`src/rtl/pipe_stage.sv`:
```
// Pipeline register stage with valid/ready handshake, optional two-entry skid
// buffer, exception flush and saturating stall/bubble performance counters.
module pipe_stage #(
    parameter int DATA_W = 32,
    parameter int EXC_W  = 32,
    parameter int SKID   = 1,
    parameter int CNT_W  = 16
) (
    input  logic              clk,
    input  logic              rst,
    input  logic              flush,
    input  logic              in_valid,
    output logic              in_ready,
    input  logic [DATA_W-1:0] in_data,
    input  logic [EXC_W-1:0]  in_exc,
    output logic              out_valid,
    input  logic              out_ready,
    output logic [DATA_W-1:0] out_data,
    output logic [EXC_W-1:0]  out_exc,
    output logic [1:0]        occupancy,
    output logic [CNT_W-1:0]  bubble_cnt,
    output logic [CNT_W-1:0]  stall_cnt
);

    typedef enum logic [1:0] {
        EMPTY,
        ONE,
        TWO
    } state_t;

    state_t            state, state_next;
    logic [DATA_W-1:0] head_data, head_data_next, skid_data, skid_data_next;
    logic [EXC_W-1:0]  head_exc, head_exc_next, skid_exc, skid_exc_next;
    logic              in_fire, out_fire;

    assign out_valid = (state != EMPTY);
    assign out_data  = head_data;
    assign out_exc   = head_exc;
    assign in_fire   = in_valid & in_ready;
    assign out_fire  = out_valid & out_ready;

    // With the skid buffer in_ready depends only on registered state.
    always_comb begin
        if (SKID != 0) begin
            in_ready = (state != TWO);
        end else begin
            in_ready = (state == EMPTY) | out_ready;
        end
    end

    always_comb begin
        case (state)
            EMPTY:   occupancy = 2'd0;
            ONE:     occupancy = 2'd1;
            TWO:     occupancy = 2'd2;
            default: occupancy = 2'd0;
        endcase
    end

    always_comb begin
        state_next     = state;
        head_data_next = head_data;
        head_exc_next  = head_exc;
        skid_data_next = skid_data;
        skid_exc_next  = skid_exc;
        if (flush) begin
            state_next     = EMPTY;
            head_data_next = '0;
            head_exc_next  = '0;
            skid_data_next = '0;
            skid_exc_next  = '0;
        end else begin
            case (state)
                EMPTY: begin
                    if (in_fire) begin
                        state_next     = ONE;
                        head_data_next = in_data;
                        head_exc_next  = in_exc;
                    end
                end
                ONE: begin
                    if (in_fire && out_fire) begin
                        head_data_next = in_data;
                        head_exc_next  = in_exc;
                    end else if (in_fire) begin
                        // Only reachable with the skid buffer present.
                        state_next     = TWO;
                        skid_data_next = in_data;
                        skid_exc_next  = in_exc;
                    end else if (out_fire) begin
                        state_next = EMPTY;
                    end
                end
                TWO: begin
                    if (out_fire) begin
                        state_next     = ONE;
                        head_data_next = skid_data;
                        head_exc_next  = skid_exc;
                    end
                end
                default: state_next = EMPTY;
            endcase
        end
    end

    always_ff @(posedge clk) begin
        if (rst) begin
            state     <= EMPTY;
            head_data <= '0;
            head_exc  <= '0;
            skid_data <= '0;
            skid_exc  <= '0;
        end else begin
            state     <= state_next;
            head_data <= head_data_next;
            head_exc  <= head_exc_next;
            skid_data <= skid_data_next;
            skid_exc  <= skid_exc_next;
        end
    end

    // Counters sample the pre-edge handshake and ignore flush.
    always_ff @(posedge clk) begin
        if (rst) begin
            bubble_cnt <= '0;
            stall_cnt  <= '0;
        end else begin
            if (!out_valid && out_ready && (bubble_cnt != '1)) begin
                bubble_cnt <= bubble_cnt + CNT_W'(1);
            end
            if (out_valid && !out_ready && (stall_cnt != '1)) begin
                stall_cnt <= stall_cnt + CNT_W'(1);
            end
        end
    end

endmodule

```
`config.mk`:
```
export PLATFORM = sky130hd
export DESIGN_NAME = pipe_stage
export DESIGN_NICKNAME = d
export VERILOG_FILES = /design/src/rtl/pipe_stage.sv
export SDC_FILE = /design/constraint.sdc
export NUM_CORES = 1
export LEC_CHECK = 0
export ABC_AREA = 1
export CORE_ASPECT_RATIO = 0.5
export CORE_MARGIN = 8
export CORE_UTILIZATION = 40
export CTS_BUF_LIST = sky130_fd_sc_hd__clkbuf_4 sky130_fd_sc_hd__clkbuf_8
export DETAILED_ROUTE_END_ITERATION = 6
export PLACE_DENSITY = 0.66
export SLEW_MARGIN = 15
export SYNTH_ARGS = -nofsm -noshare
export SYNTH_HDL_FRONTEND = slang
export SYNTH_SLANG_ARGS = --single-unit
```
`constraint.sdc`:
```
create_clock -name clk -period 2.2 [get_ports clk]
set_input_delay 0.22 -clock clk [delete_from_list [all_inputs] [get_ports clk]]
set_output_delay 0.22 -clock clk [all_outputs]
set_load 0.05 [all_outputs]
```
Word-level counts from Yosys, hierarchy flattened
Index checks and enable logic that the tools add are counted.

word-level totals
  flip-flop bits (word level) = 162
  output and inout bits = 100
  word-level logic and storage cells = 51

cells by class
  add/subtract/negate cells = 2
  equality and inequality tests = 10
  mux-type cells = 15
  bitwise logic cells = 3
  reductions and logical operators = 14

operators by type and width
  cell                                                                    count
  32-bit 2-to-1 mux                                                       6
  32-bit case mux with 3 select lines                                     2
  16-bit by 1-bit adder with 16-bit output (second input constant)        2
  16-bit != test (second input constant)                                  2
  2-bit 2-to-1 mux                                                        5
  2-bit != test (second input constant)                                   5
  4-bit AND reduction                                                     2
  2-bit case mux with 3 select lines                                      1
  1-bit logical AND                                                       5
  2-bit case mux with 2 select lines                                      1
  3-bit != test (second input constant)                                   1
  3-bit AND reduction                                                     1
  3-bit nonzero test                                                      1
  1-bit bitwise AND                                                       2
  2-bit by 1-bit equality test with 1-bit output (second input constant)  1
  2-bit equality test (second input constant)                             1
  1-bit logical NOT                                                       2
  2-bit logical NOT                                                       1
  2-bit nonzero test                                                      1
  2-bit OR reduction                                                      1
  1-bit inverter                                                          1

Longest topological paths before layout
  word-level depth = 6
  depth in mapped cells = 10

Worst setup path before layout
OpenSTA, ideal clock, no wires.

  kind = register to register
  start = register bubble_cnt[0]
  end = register bubble_cnt[8]
  data arrival time = 1.717 ns
  data required time = 2.083 ns
  slack = 0.366 ns
  cell stages (with the launch flop) = 8
  period minus slack after synthesis = 1.834 ns
  cells stage by stage = dfxtp_1 > ha_1 > nand3_1 > nor2_1 > nand2_1 > buf_2 > a21oi_1 > nor2_1

between the ends
  longest elaborated chain between the ends = 2

RTL lines
  what                                                                              RTL line  source
  from (decl)                                                                       21        output logic [CNT_W-1:0] bubble_cnt,
  from (signal assigned)                                                            129       bubble_cnt <= bubble_cnt + CNT_W'(1);
  branches (longest 2 deep; another with 16-bit by 1-bit adder with 16-bit output)  --

Parallel ways; which one is timed is not known.
A chain may end at the register's enable or synchronous reset.

Worst setup path after layout
  start = register state[0]
  end = output occupancy[0]

between the ends
  longest elaborated chain between the ends = 2

RTL lines
  what                                                                                          RTL line  source
  from (decl)                                                                                   31        state_t state, state_next;
  from (signal assigned)                                                                        114       state <= state_next;
  2-bit equality test / 2-bit by 1-bit equality test with 1-bit output (equally long branches)  52        case (state)
  2-bit case mux with 2 select lines (*)                                                        52
  to (decl)                                                                                     20        output logic [1:0] occupancy,

Every way passes the cells marked *; elsewhere a longest branch is shown, timed or not.

==> flow_metrics.tcl <==
set metrics [dict create \
    clkLatencyLatePin_ps 450 \
    rsz0062_at_grt "no" \
    clockBufferDepth 2 \
    cts_resized 0 \
    dr.pass1.iters 5 \
    numCtsBuffers 17 \
    cts_sinks 162 \
    cp-start-kind "register" \
    grt.total_usage 0.177 \
    p_leak_nw 3.68 \
    initialDrtViolationCount 313 \
    post_cts_buffers 0 \
    cts_tree "done" \
    io_pins 169 \
    wl_per_cell_um 13.9 \
    arrival_ps 1880 \
    die_h_um 111 \
    ys.flop_type "dfxtp_1" \
    drive_above_1_share 0.0860 \
    netSwitchingPower_mw 1.69 \
    yosys_register_bits 162 \
    diodes 0 \
    synth_async_sr_flop_share 0 \
    crit_type "register to output pin" \
    layout_common_cells "nand2_1 (472), clkdlybuf4s50_1 (166), dfxtp_1 (162)" \
    die_width_um 206 \
    grt_max_degree 80 \
    fp.dieArea_sq_um 23000 \
    cts_htree_levels 4 \
    r2r_cells 8 \
    drcViolationCount 0 \
    p_sw_frac 0.280 \
    clk_pin_slew_worst_paths_ps 90 \
    power_density_nw_per_um2 631 \
    vias 7076 \
    wl_mm 20.3 \
    synth_edf_count 0 \
    worst_slew_pin_slew_ps 607 \
    antenna_found_initial 0 \
    p_int_mw 4.34 \
    pwr-share-clk 0.374 \
    port_buffers 168 \
    ys_warn_count 0 \
    clock_skew_ps 15.0 \
    cp_max_fo 3 \
    final_common_cell "nand2_1" \
    start_util 0.413 \
    hpwl_mm 13.8 \
    slew_headroom 0.595 \
    grt_pass1_vias 6817 \
    slew_violations 0 \
    worstPathRequired_ps 1980 \
    antenna_left 0 \
    ys_seq_area_frac 0.447 \
    area_delta_synth_final_pct 31.5 \
    setup_viol 0 \
    cts-hold-fix-buffers 0 \
    finalNonFillerCells 1455 \
    synthesis.nets 1132 \
    status "finished clean" \
    core-area_sq_um 17600 \
    grt_overflow_total 0 \
    report.final.hold_viol_count 0 \
    fin_nets 1279 \
    via_per_inst 4.86 \
    synthesis.area_sq_um 7250 \
    pwr-share-seq 0.500 \
    root_buffer "clkbuf_8" \
    min_path_cells 3 \
    rows 34 \
    period_minus_slack_ps 2100 \
    combPwrFrac 0.125 \
    grt_pass1_wl_mm 33.6 \
    ir_drop_v 0.000426 \
    clock.fmax_ghz 0.477 \
    tns_ps 0 \
    finalCritPeriodShare 0.953 \
    gp_congestion 0.834 \
    critPathCaptureType "output pin" \
    syn_avg_cell_area_sq_um 6.84 \
    drv_cap 0 \
    hold_class "primary input to register" \
    synth.distinct_cells 29 \
    dp_cells 1423 \
    synthCells 1061 \
]
==> cells by family (layout without fill, tap and decap cells) <==
family | count (synthesis) | count (layout) | share of synthesized area
compound gates | 172 | 172 | 0.145
simple gates | 610 | 610 | 0.330
fa+ha+maj | 2 | 2 | 0.00345
buf+inv | 115 | 275 | 0.0749
flops | 162 | 162 | 0.447
==> layout make-up <==
type / instances / area (sq um)
well taps: 234 / 293
clock inverters: 13 / 156
clock buffers: 19 / 249
repair buffers: 186 / 1910
flip-flops and latches: 162 / 3240
multi-input cells: 784 / 3470
fillers: 1720 / 8030
inverters: 57 / 214
==> critical path, stage by stage, from the launching register on <==
cell and delay, ps:
dfxtp_1 350, inv_1 80, nor2_2 150, clkdlybuf4s50_1 840
==> power by group through the flow <==
stage	Combinational [mW]	Clock [mW]	Sequential (mW)
after CTS	0.759	2.31	3.01
after floorplan	0.297	0	3.23
after global routing	0.816	2.44	3.02
after global placement	0.753	0	3.08
final	0.753	2.26	3.01
after detailed placement	0.758	0	3.08
==> worst paths after layout <==
check	from	end	slack, ps
max reg2reg	stall_cnt[0]	stall_cnt[1]	370
min reg2reg	skid_data[30]	skid_data[30]	470
min	in_data[17]	skid_data[17]	340
max	state[0]	occupancy[0]	100
==> flip-flops by register name, summed over array words and instances (netlist names) <==
name,cells
skid_exc,32
bubble_cnt,16
stall_cnt,16
out_exc,32
state,2
skid_data,32
out_data,32
==> synth_stat cells, types with 2 or more instances <==
library cell,count,area (sq um)
nand2_1,473,1780
dfxtp_1,162,3240
a21oi_1,94,470
nor2_1,81,304
inv_1,52,195
a21oi_2,40,350
nand3_1,31,155
buf_2,29,145
o21ai_0,20,100
clkbuf_1,17,63.8
a211oi_1,14,105
nand4_1,6,37.5
buf_8,5,75.1
nor3_1,5,25.0
and2_1,4,25.0
buf_1,4,15.0
inv_2,3,11.3
nand2_2,3,18.8
nor2_2,3,18.8
a31oi_1,2,12.5
buf_6,2,22.5
clkinv_1,2,7.51
ha_1,2,25.0
nand3b_1,2,15.0
==> per-stage QoR <==
stage | hold slack [ps] | total power [mW] | setup WS (ps) | util | instance area, sq um
2_1_floorplan | 289 | 3.52 | 366 | - | 7250
3_3_place_gp | 447 | 3.84 | 430 | 0.520 | 9130
3_5_place_dp | 447 | 3.84 | 400 | 0.520 | 9130
4_1_cts | 321 | 6.09 | 56.8 | 0.543 | 9540
5_1_grt | 345 | 6.27 | 31.7 | 0.543 | 9540
6_report | 344 | 6.02 | 103 | 0.543 | 9540
==> per-layer routing <==
| metal | global-route usage | vias to the layer above | part of all wire | wire length [um] |
|---|---|---|---|---|
| met2 | 0.307 | 126 | 0.49 | 9840 |
| li1 | - | 3641 | - | - |
| met5 | 0 | - | 0 | 0 |
| met3 | 0.0370 | 25 | 0.041 | 833 |
| met4 | 0.0477 | 0 | 0.015 | 307 |
| met1 | 0.218 | 3284 | 0.46 | 9290 |
Power figures use the tool's default switching activity.
